`src/rtl/fa_cla_bist_pkg.sv`:
```
// Shared types and helpers for the fa_cla_bist adder self-test controller:
// FSM state encoding, LFSR tap mask, default seed and the golden adder model.
package fa_cla_bist_pkg;

  typedef enum logic [2:0] {
    ST_IDLE   = 3'd0,
    ST_DRIVE  = 3'd1,
    ST_SETTLE = 3'd2,
    ST_CHECK  = 3'd3,
    ST_DONE   = 3'd4
  } state_t;

  // Feedback taps q15 ^ q13 ^ q12 ^ q10 of the 16-bit Fibonacci LFSR.
  localparam logic [15:0] LFSR_TAPS         = 16'hB400;
  localparam logic [15:0] DEFAULT_LFSR_SEED = 16'hACE1;

  // Golden {cout,sum} of a width-bit add/subtract. Subtraction is a + ~b + 1,
  // so the carry out is the "no borrow" flag. The result is masked to width+1
  // bits; callers narrow it with a size cast.
  function automatic logic [32:0] golden_result(
    input logic [31:0] a,
    input logic [31:0] b,
    input logic        sub,
    input logic        c_in,
    input int unsigned width
  );
    logic [32:0] mask;
    logic [32:0] b_eff;
    logic [32:0] sum;
    mask  = (33'd1 << width) - 33'd1;
    b_eff = sub ? ({1'b0, ~b} & mask) : ({1'b0, b} & mask);
    sum   = ({1'b0, a} & mask) + b_eff + (sub ? 33'd1 : {32'd0, c_in});
    return sum & ((33'd1 << (width + 32'd1)) - 33'd1);
  endfunction

endpackage

```
`src/rtl/fa_cla_bist_if.sv`:
```
// Operand/result bus between the self-test controller (master) and the
// carry-lookahead adder under test (slave).
interface fa_cla_bist_if #(
  parameter int WIDTH = 8
);
  logic [WIDTH-1:0] a;
  logic [WIDTH-1:0] b;
  logic             sub;
  logic             c_in;
  logic [WIDTH-1:0] dut_sum;
  logic             dut_cout;

  modport master (output a, output b, output sub, output c_in,
                  input dut_sum, input dut_cout);
  modport slave  (input a, input b, input sub, input c_in,
                  output dut_sum, output dut_cout);
endinterface

```
`src/rtl/fa_cla_bist_lfsr.sv`:
```
// Fibonacci LFSR used as the operand source: shifts left, XOR of the tapped
// bits enters at bit 0. load reloads the seed and has priority over step.
module fa_cla_bist_lfsr
  import fa_cla_bist_pkg::*;
#(
  parameter int           W    = 16,
  parameter logic [W-1:0] TAPS = W'(LFSR_TAPS),
  parameter logic [W-1:0] SEED = W'(DEFAULT_LFSR_SEED)
) (
  input  logic         clk,
  input  logic         rst_n,
  input  logic         load,
  input  logic         step,
  output logic [W-1:0] q
);

  // LFSR state register: reset/load to the seed, otherwise advance on step.
  always_ff @(posedge clk or negedge rst_n) begin
    if (!rst_n) begin
      q <= SEED;
    end else if (load) begin
      q <= SEED;
    end else if (step) begin
      q <= {q[W-2:0], ^(q & TAPS)};
    end else begin
      q <= q;
    end
  end

endmodule

```
`src/rtl/fa_cla_bist.sv`:
```
// Built-in self-test controller for the 8-bit carry-lookahead adder/subtractor.
// Drives LFSR operands onto the adder bus, waits a settle window, compares the
// adder's {cout,sum} with an internal golden result and counts mismatches.
// Optional build macro FA_CLA_BIST_FIRST_FAIL_EN adds first-failure capture
// outputs (fail_valid, fail_a, fail_b, fail_sub, fail_cin, fail_index).
module fa_cla_bist
  import fa_cla_bist_pkg::*;
#(
  parameter int          WIDTH         = 8,
  parameter int          NUM_VECTORS   = 256,
  parameter int          SETTLE_CYCLES = 1,
  parameter logic [15:0] LFSR_SEED     = DEFAULT_LFSR_SEED
) (
  input  logic                clk,
  input  logic                rst_n,
  input  logic                start,
  fa_cla_bist_if.master       adder,
  output logic                busy,
  output logic                done,
  output logic                pass,
  output logic [7:0]          err_count
`ifdef FA_CLA_BIST_FIRST_FAIL_EN
  ,
  output logic                fail_valid,
  output logic [WIDTH-1:0]    fail_a,
  output logic [WIDTH-1:0]    fail_b,
  output logic                fail_sub,
  output logic                fail_cin,
  output logic [15:0]         fail_index
`endif
);

  localparam int          LW          = 2 * WIDTH;
  localparam logic [15:0] LAST_IDX    = 16'(NUM_VECTORS - 1);
  localparam logic [15:0] SETTLE_LAST = 16'(SETTLE_CYCLES - 1);

  state_t           state;
  logic [LW-1:0]    lfsr_q;
  logic [15:0]      index;
  logic [15:0]      settle_cnt;
  logic [WIDTH-1:0] a_q;
  logic [WIDTH-1:0] b_q;
  logic             sub_q;
  logic             cin_q;
  logic [WIDTH:0]   expected;

  logic             load_s;
  logic             step_s;
  logic             mismatch_s;
  logic             sub_next_s;
  logic             cin_next_s;
  logic [WIDTH:0]   gold_s;

  // A run starts only from IDLE or DONE; start during a run is ignored.
  assign load_s     = start && ((state == ST_IDLE) || (state == ST_DONE));
  assign step_s     = (state == ST_CHECK);
  assign sub_next_s = index[0];
  assign cin_next_s = index[1] & ~index[0];
  assign gold_s     = (WIDTH + 1)'(golden_result(32'(lfsr_q[LW-1:WIDTH]),
                                                 32'(lfsr_q[WIDTH-1:0]),
                                                 sub_next_s, cin_next_s,
                                                 WIDTH));
  assign mismatch_s = ({adder.dut_cout, adder.dut_sum} != expected);

  assign adder.a    = a_q;
  assign adder.b    = b_q;
  assign adder.sub  = sub_q;
  assign adder.c_in = cin_q;

  fa_cla_bist_lfsr #(
    .W    (LW),
    .TAPS (LW'(LFSR_TAPS)),
    .SEED (LW'(LFSR_SEED))
  ) u_lfsr (
    .clk   (clk),
    .rst_n (rst_n),
    .load  (load_s),
    .step  (step_s),
    .q     (lfsr_q)
  );

  // Run sequencer: operand drive, settle wait, compare/count and status flags.
  always_ff @(posedge clk or negedge rst_n) begin
    if (!rst_n) begin
      state      <= ST_IDLE;
      index      <= 16'd0;
      settle_cnt <= 16'd0;
      a_q        <= '0;
      b_q        <= '0;
      sub_q      <= 1'b0;
      cin_q      <= 1'b0;
      expected   <= '0;
      busy       <= 1'b0;
      done       <= 1'b0;
      pass       <= 1'b0;
      err_count  <= 8'd0;
`ifdef FA_CLA_BIST_FIRST_FAIL_EN
      fail_valid <= 1'b0;
      fail_a     <= '0;
      fail_b     <= '0;
      fail_sub   <= 1'b0;
      fail_cin   <= 1'b0;
      fail_index <= 16'd0;
`endif
    end else begin
      case (state)
        ST_IDLE, ST_DONE: begin
          // Operands keep the last vector until a new run starts.
          if (start) begin
            state     <= ST_DRIVE;
            index     <= 16'd0;
            busy      <= 1'b1;
            done      <= 1'b0;
            pass      <= 1'b0;
            err_count <= 8'd0;
`ifdef FA_CLA_BIST_FIRST_FAIL_EN
            fail_valid <= 1'b0;
            fail_a     <= '0;
            fail_b     <= '0;
            fail_sub   <= 1'b0;
            fail_cin   <= 1'b0;
            fail_index <= 16'd0;
`endif
          end else begin
            state <= state;
          end
        end
        ST_DRIVE: begin
          a_q        <= lfsr_q[LW-1:WIDTH];
          b_q        <= lfsr_q[WIDTH-1:0];
          sub_q      <= sub_next_s;
          cin_q      <= cin_next_s;
          expected   <= gold_s;
          settle_cnt <= 16'd0;
          state      <= ST_SETTLE;
        end
        ST_SETTLE: begin
          if (settle_cnt == SETTLE_LAST) begin
            state <= ST_CHECK;
          end else begin
            settle_cnt <= settle_cnt + 16'd1;
          end
        end
        ST_CHECK: begin
          // Count failing vectors, not failing bits; never wrap past 255.
          if (mismatch_s && (err_count != 8'hFF)) begin
            err_count <= err_count + 8'd1;
          end
`ifdef FA_CLA_BIST_FIRST_FAIL_EN
          if (mismatch_s && !fail_valid) begin
            fail_valid <= 1'b1;
            fail_a     <= a_q;
            fail_b     <= b_q;
            fail_sub   <= sub_q;
            fail_cin   <= cin_q;
            fail_index <= index;
          end
`endif
          if (index == LAST_IDX) begin
            state <= ST_DONE;
            busy  <= 1'b0;
            done  <= 1'b1;
            pass  <= (err_count == 8'd0) && !mismatch_s;
          end else begin
            index <= index + 16'd1;
            state <= ST_DRIVE;
          end
        end
        default: begin
          state <= ST_IDLE;
          busy  <= 1'b0;
        end
      endcase
    end
  end

endmodule
```
`src/flat_wrapper.sv`:
```
// flat-port wrapper written by rule: the top's interface ports become plain ports
module fa_cla_bist_flat import fa_cla_bist_pkg::*;
#(
  parameter int          WIDTH         = 8,
  parameter int          NUM_VECTORS   = 256,
  parameter int          SETTLE_CYCLES = 1,
  parameter logic [15:0] LFSR_SEED     = DEFAULT_LFSR_SEED
)
  (clk, rst_n, start, busy, done, pass, err_count, adder_a, adder_b, adder_sub, adder_c_in, adder_dut_sum, adder_dut_cout);
  fa_cla_bist_if #(.WIDTH(WIDTH)) adder_i ();
  input  logic clk;
  input  logic rst_n;
  input  logic start;
  output logic busy;
  output logic done;
  output logic pass;
  output logic [7:0] err_count;
  output wire logic [$bits(adder_i.a)-1:0] adder_a;
  output wire logic [$bits(adder_i.b)-1:0] adder_b;
  output wire logic [$bits(adder_i.sub)-1:0] adder_sub;
  output wire logic [$bits(adder_i.c_in)-1:0] adder_c_in;
  input wire logic [$bits(adder_i.dut_sum)-1:0] adder_dut_sum;
  input wire logic [$bits(adder_i.dut_cout)-1:0] adder_dut_cout;
  assign adder_a = adder_i.a;
  assign adder_b = adder_i.b;
  assign adder_sub = adder_i.sub;
  assign adder_c_in = adder_i.c_in;
  assign adder_i.dut_sum = adder_dut_sum;
  assign adder_i.dut_cout = adder_dut_cout;
  fa_cla_bist #(.WIDTH(WIDTH), .NUM_VECTORS(NUM_VECTORS), .SETTLE_CYCLES(SETTLE_CYCLES), .LFSR_SEED(LFSR_SEED)) u_core (.clk(clk), .rst_n(rst_n), .start(start), .adder(adder_i), .busy(busy), .done(done), .pass(pass), .err_count(err_count));
endmodule
```
`config.mk`:
```
export PLATFORM = sky130hd
export DESIGN_NAME = fa_cla_bist_flat
export DESIGN_NICKNAME = d
export VERILOG_FILES = /design/src/rtl/fa_cla_bist_pkg.sv /design/src/rtl/fa_cla_bist_if.sv /design/src/rtl/fa_cla_bist_lfsr.sv /design/src/rtl/fa_cla_bist.sv /design/src/flat_wrapper.sv
export SDC_FILE = /design/constraint.sdc
export NUM_CORES = 1
export LEC_CHECK = 0
export CORE_MARGIN = 2
export CORE_UTILIZATION = 55
export CTS_CLUSTER_SIZE = 30
export DETAILED_ROUTE_END_ITERATION = 8
export DONT_BUFFER_PORTS = 1
export GPL_TIMING_DRIVEN = 0
export PLACE_DENSITY = 0.8
export SLEW_MARGIN = 30
export SYNTH_ARGS = -nofsm -noshare
export SYNTH_HDL_FRONTEND = slang
export SYNTH_SLANG_ARGS = --single-unit
export TNS_END_PERCENT = 100
```
`constraint.sdc`:
```
create_clock -name clk -period 2.7 [get_ports clk]
set_input_delay 0.405 -clock clk [delete_from_list [all_inputs] [get_ports clk]]
set_output_delay 0.405 -clock clk [all_outputs]
set_load 0.05 [all_outputs]
```
==> results of run 1 <==
==> worst min path at each step <==
stage           from                     to  slack [ps]  cells past startpoint
6_report       start        u_core.state[2]         260                      2
2_1_floorplan  rst_n      u_core.adder.a[0]         110                      0
4_1_cts        start        u_core.state[2]         250                      2
3_5_place_dp   rst_n   u_core.settle_cnt[8]         110                      0
5_1_grt        start        u_core.state[2]         260                      2
3_3_place_gp   rst_n  u_core.settle_cnt[10]         110                      0
==> per-stage QoR <==
step	setup slack [ps]	cell area [um2]	setup TNS [ps]
after floorplan	267	4580	0
after global placement	-32.3	4710	-32.3
after global routing	-2.04	4960	-2.04
final	127	4960	0
after CTS	146	4950	0
after detailed placement	-69.2	4710	-69.2
==> area by class of cell <==
class                           instances  share of cell area
Timing Repair Buffer                    2             0.00757
Buffer                                 20              0.0189
Inverter                               15              0.0114
Clock inverter                          5              0.0131
Multi-Input combinational cell        341               0.443
Clock buffer                           11              0.0285
Tap cell                              105              0.0265
Sequential cell                        89               0.451
==> flip-flops by register name, indices dropped and copies added, names as in the netlist <==
name / flops
u_core.adder.b: 8
u_core.done: 1
u_core.busy: 1
u_core.adder.sub: 1
u_core.settle_cnt: 16
u_core.adder.a: 8
u_core.state: 3
u_core.pass: 1
u_core.expected: 9
u_core.adder.c_in: 1
u_core.u_lfsr.q: 16
u_core.index: 16
u_core.err_count: 8
==> metal layers <==
layer	track usage	wire, um	vias up
met5	0	0	-
met4	0.0604	55	0
met3	0.0545	480	4
met2	0.371	4780	73
met1	0.293	4350	1678
li1	-	-	1656
==> report_power, final <==
part	leakage, nW	total (mW)	switching (mW)	internal, mW
Clock	0.104	0.939	0.478	0.461
Sequential	1.15	2.63	0.886	1.74
Combinational	1.02	2.53	1.50	1.02
Total	2.28	6.10	2.87	3.23
==> synthesized netlist by cell type, types with 3 or more instances <==
library cell / instances / area (um2)
dfrtp_1: 81 / 2030
nand2_1: 82 / 308
o31ai_1: 6 / 45.0
a21oi_1: 7 / 35.0
o21ai_0: 19 / 95.1
mux2i_1: 6 / 60.1
nor3_1: 9 / 45.0
inv_1: 15 / 56.3
dfstp_2: 8 / 210
xor2_1: 27 / 236
o21ai_1: 4 / 20.0
a22o_1: 6 / 52.6
nor3b_1: 5 / 37.5
nand3_1: 20 / 100
buf_2: 6 / 30.0
clkbuf_1: 10 / 37.5
nand2b_1: 4 / 25.0
a211oi_1: 3 / 22.5
o22a_1: 7 / 61.3
nand4_1: 8 / 50.1
nor4_1: 8 / 50.1
o21a_1: 3 / 22.5
o211ai_1: 4 / 30.0
nor2_1: 36 / 135
xnor2_1: 14 / 123
and3_1: 5 / 31.3
ha_1: 14 / 175
==> worst max-delay path: cells and delay by family, from the launching register on <==
family,cells,cell delay (ps)
AO/OA/AOI/OAI,5,820
XOR/XNOR,1,240
adder cells (fa/ha/maj),2,640
buffers and inverters,2,290
flip-flops,1,430
==> timing repair <==
item | 4_1_cts | 5_1_grt
gates resized for setup | 1 | 1
setup buffers | 0 | 0
hold buffers | 2 | 0
endpoints found under the setup margin | 2 | 1
endpoints found under the hold margin | 89 | 0
==> kinds of logic after synthesis <==
| group | after synthesis | synth area share |
|---|---|---|
| and+or+nand+nor | 201 | 0.221 |
| muxes | 7 | 0.0156 |
| AOI/OAI and AO/OA | 76 | 0.117 |
| adders and majority gates | 16 | 0.0470 |
| buffers and inverters | 35 | 0.0320 |
| DFF | 89 | 0.489 |
| xor gates and xnor gates | 41 | 0.0785 |
==> impl_metrics.yaml, run 1 <==
outcome:
  status: "completed"
floorplan:
  io_pins: 41
  rows: 33
  core_mm2: 0.00813
  die_x_um: 95.2
  die_area_mm2: 0.00907
  dieHeight_um: 95.2
  initial_utilization: 0.563
setup_path:
  ff2ff_setup_slack_ps: 130
  r2r-start: "u_core.index[0]"
  rr_endpoint: "u_core.expected[8]"
  crit_end: "u_core.expected[8]"
  max_stage_delay_ps: 430
  worstSetupEndpointType: "flip-flop"
  critPathLaunchType: "flip-flop"
  path_max_fanout: 10
  cpMaxStageDelayCell: "dfrtp_1"
  path_class: "reg2reg"
  worstPathRequired_ps: 2910
  arrival_ps: 2790
  crit_chain: "clkbuf_4 > xnor2_1 > fa_1 > inv_1 > fa_1 > a21o_1 > a21oi_1 > o21ai_0 > a31oi_1 > o21ai_0"
  reg2reg_depth: 10
  crit_start: "u_core.index[0]"
placement:
  routabilityCongestion: 0.892
  io_buffers: 0
  hpwl_mm: 6.82
  placedCellCount: 570
power:
  power_mw: 6.10
  total_leakage_power_nw: 2.28
  p_per_area_mw_per_mm2: 1230
  ir_worst_vdd_mv: 0.477
yosys:
  yosysWarnings: 0
  synth_enable_flop_cells: 0
  synthFlopType: "dfrtp_1"
  syn-num-nets: 493
  ys_seq_elements: 89
  yosysUniqueCellTypes: 61
  postSynthCellCount: 465
  synth_area_mm2: 0.00458
  ys_seq_area_frac: 0.489
  synth.avg_cell_area_um2: 9.84
  async_flop_share: 1.00
global_route:
  grt_overflow: 0
  grt_pass1_vias: 3388
  grt_first_pass_wirelength_mm: 15.8
  grt_use_total: 0.224
  grt_max_degree: 90
  antenna_found_initial: 0
routing:
  drtAntennaViolNets: 0
  viasPerCell: 5.80
  wl_per_cell_um: 16.4
  drt_wl_total_mm: 9.67
  drt_iter0_drc: 114
  drt_drc_violations_left: 0
  vias: 3411
  drtPass1Iterations: 5
clock_network:
  htree_num_levels: 3
  clock_latency_ps: 350
  ctsRootBufferMaster: "clkbuf_8"
  cts_tree: "yes"
  clock_sinks: 89
  cts-buffers-inserted: 9
  path_clk_slew_ps: 90
  clockBufferDepth: 2
timing:
  clock.fmax_ghz: 0.389
  period_share: 0.953
  hold_viol_final: 0
  whs_ps: 261
  fin_crit_ps: 2570
  setup_violations: 0
  maxSlewHeadroom: 0.571
  worst_slew_pin_slew_ps: 644
  slew_viol_final: 0
  fin_skew_ps: 15.3
final_layout:
  drive_gt1_frac: 0.0973
  final_util: 0.609
  mostFrequentLayoutCells: "nand2_1, dfrtp_1, nor2_1"
  nets: 506
  seq_area_mm2: 0.00224
  multi_input_area_mm2: 0.00219
  fillers: 669
  antenna-diode-count: 0
  stdcell_count: 588
  area_growth_pct: 8.28
  final_common_cell: "nand2_1"
worst_hold_path:
  holdCritPathClass: "in2reg"
run:
  drv_cap: 0
(Power assumes the default switching activity.)
==> inputs of run 2 (changes only) <==
RECOVER_POWER = 50   (was not set)
==> run 2 against run 1 <==
  * The run now ends with max-capacitance violations, max-slew violations left
  * Die area did not move
  * Via count up 0.38%
  * Sequential share of layout area increased by 0.21 points
  * Power is 0.22% lower
  * Core utilization is 0.28 points lower
  * Global-route usage unchanged
  * Critical path depth stayed put
  * Critical path type unchanged
==> impl_metrics.yaml, run 2 (same netlist as run 1, synthesis figures left out) <==
setup_path:
  max_stage_delay_ps: 440
  path_max_fanout: 10
  cpMaxStageDelayCell: "dfrtp_1"
  arrival_ps: 2780
  r2r-start: "u_core.index[0]"
  reg2reg_depth: 10
  path_depth: 10
  path_delay_family: "compound AO/OA/AOI/OAI gates"
  worstPathRequired_ps: 2910
  crit_start: "u_core.index[0]"
  crit_end: "u_core.expected[8]"
  path_buf_inv: 2
  rr_endpoint: "u_core.expected[8]"
  ff2ff_setup_slack_ps: 130
  critPathLaunchType: "flip-flop"
  crit_chain: "clkbuf_4 > xnor2_1 > fa_1 > inv_1 > fa_1 > a21o_1 > a21oi_1 > o21ai_0 > a31oi_1 > o21ai_0"
  worstSetupEndpointType: "flip-flop"
  path_class: "reg2reg"
final_layout:
  reg.largest.list: "u_core.index (16), u_core.settle_cnt (16), u_core.u_lfsr.q (16)"
  drive_gt1_frac: 0.0973
  area_growth_pct: 7.79
  nets: 506
  fillers: 672
  design_area_mm2: 0.00493
  antenna-diode-count: 0
  mostFrequentLayoutCells: "nand2_1, dfrtp_1, nor2_1"
  final_common_cell: "nand2_1"
  stdcell_count: 588
routing:
  drtAntennaViolNets: 0
  drt_wl_total_mm: 9.62
  drt_iter0_drc: 147
  wl_per_cell_um: 16.4
  viasPerCell: 5.82
  drtPass1Iterations: 5
  drt_drc_violations_left: 0
  vias: 3424
power:
  p_int_mw: 3.22
  switching_share: 0.470
  total_leakage_power_nw: 2.27
  ir_worst_vdd_mv: 0.476
  pwr-share-clk: 0.153
  p_comb_frac: 0.414
  seq_power_share: 0.433
  p_sw_mw: 2.86
  p_per_area_mw_per_mm2: 1230
clock_network:
  cts-buffers-inserted: 9
  htree_num_levels: 3
  cts_tree: "yes"
  clockBufferDepth: 2
  path_clk_slew_ps: 80
  clock_sinks: 89
  clock_latency_ps: 350
  ctsRootBufferMaster: "clkbuf_8"
worst_hold_path:
  holdCritPathClass: "in2reg"
floorplan:
  io_pins: 41
  die_x_um: 95.2
  dieHeight_um: 95.2
  core_mm2: 0.00813
  die_area_mm2: 0.00907
  initial_utilization: 0.563
  rows: 33
timing:
  fin_skew_ps: 13.7
  setup_violations: 0
  period_share: 0.953
  maxSlewHeadroom: -0.276
  slew_viol_final: 90
  fin_crit_ps: 2570
  worst_slew_pin_slew_ps: 1910
  setup_ws_ps: 128
  clock.fmax_ghz: 0.389
  hold_viol_final: 0
run:
  drv_cap: 1
global_route:
  grt_max_degree: 90
  grt_overflow: 0
  antenna_found_initial: 0
  grt_first_pass_wirelength_mm: 15.8
  grt_pass1_vias: 3388
  grt_use_total: 0.224
placement:
  io_buffers: 0
  dp_slack_ps: -69.2
  placedCellCount: 570
  dpl_cell_area_mm2: 0.00471
  routabilityCongestion: 0.892
  hpwl_mm: 6.82
outcome:
  status: "complete, but fails checks"
  violations: "max-capacitance violations, max-slew violations"
[run 2: cell counts in the layout (fill, tap and decap cells not counted)]
No cell type changed its count.
[run 2: how the worst min path moves through the flow]
stage                from                     to  slack [ps]  cells past startpoint
finish              start        u_core.state[2]         260                      2
global route        start        u_core.state[2]         260                      2
CTS                 start        u_core.state[2]         250                      2
detailed placement  rst_n   u_core.settle_cnt[8]         110                      0
global placement    rst_n  u_core.settle_cnt[10]         110                      0
floorplan           rst_n      u_core.adder.a[0]         110                      0
[run 2: stage by stage]
| step | hold WS [ps] | power (mW) | utilization | TNS [ps] |
|---|---|---|---|---|
| after CTS | 250 | 6.10 | 0.609 | 0 |
| after detailed placement | 113 | 5.11 | 0.579 | -69.2 |
| after global routing | 264 | 6.52 | 0.607 | -2.04 |
| after floorplan | 109 | 4.48 | - | 0 |
| after global placement | 113 | 5.00 | 0.579 | -32.3 |
| final | 264 | 6.08 | 0.607 | 0 |
[run 2: layout make-up]
| cell class | count | area [um2] | area share |
|---|---|---|---|
| sequential | 89 | 2240 | 0.453 |
| multi-input combinational | 341 | 2190 | 0.445 |
| clock buffer | 11 | 141 | 0.0287 |
| tap | 105 | 131 | 0.0266 |
| buffer | 20 | 93.8 | 0.0190 |
| clock inverter | 5 | 65.1 | 0.0132 |
| inverter | 15 | 56.3 | 0.0114 |
| timing repair buffer | 2 | 15.0 | 0.00304 |
[run 2: metal layers]
layer	wire length (um)	GRT usage	vias up
met5	0	0	-
met4	41	0.0604	0
met3	542	0.0545	2
met2	4810	0.371	83
met1	4230	0.293	1684
li1	-	-	1655
[run 2: power by group through the flow]
stage	Clock (mW)	Sequential, mW	Combinational [mW]
final	0.931	2.63	2.52
after global routing	1.02	2.68	2.82
after CTS	0.953	2.63	2.52
after detailed placement	0	2.65	2.46
after global placement	0	2.64	2.36
after floorplan	0	2.54	1.94
[run 2: repair_timing]
| action | 4_1_cts | 5_1_grt |
|---|---|---|
| setup buffers | 0 | 0 |
| hold buffers | 2 | 0 |
| setup endpoints to repair | 2 | 1 |
| endpoints found under the hold margin | 89 | 0 |
| resized for setup | 1 | 1 |
[run 2: worst register-to-register path: stages, from the launching register on]
cell      delay (ps)
dfrtp_1          440
clkbuf_4         240
xnor2_1          240
fa_1             240
inv_1             60
fa_1             400
a21o_1           170
a21oi_1          260
o21ai_0          130
a31oi_1          170
o21ai_0           90
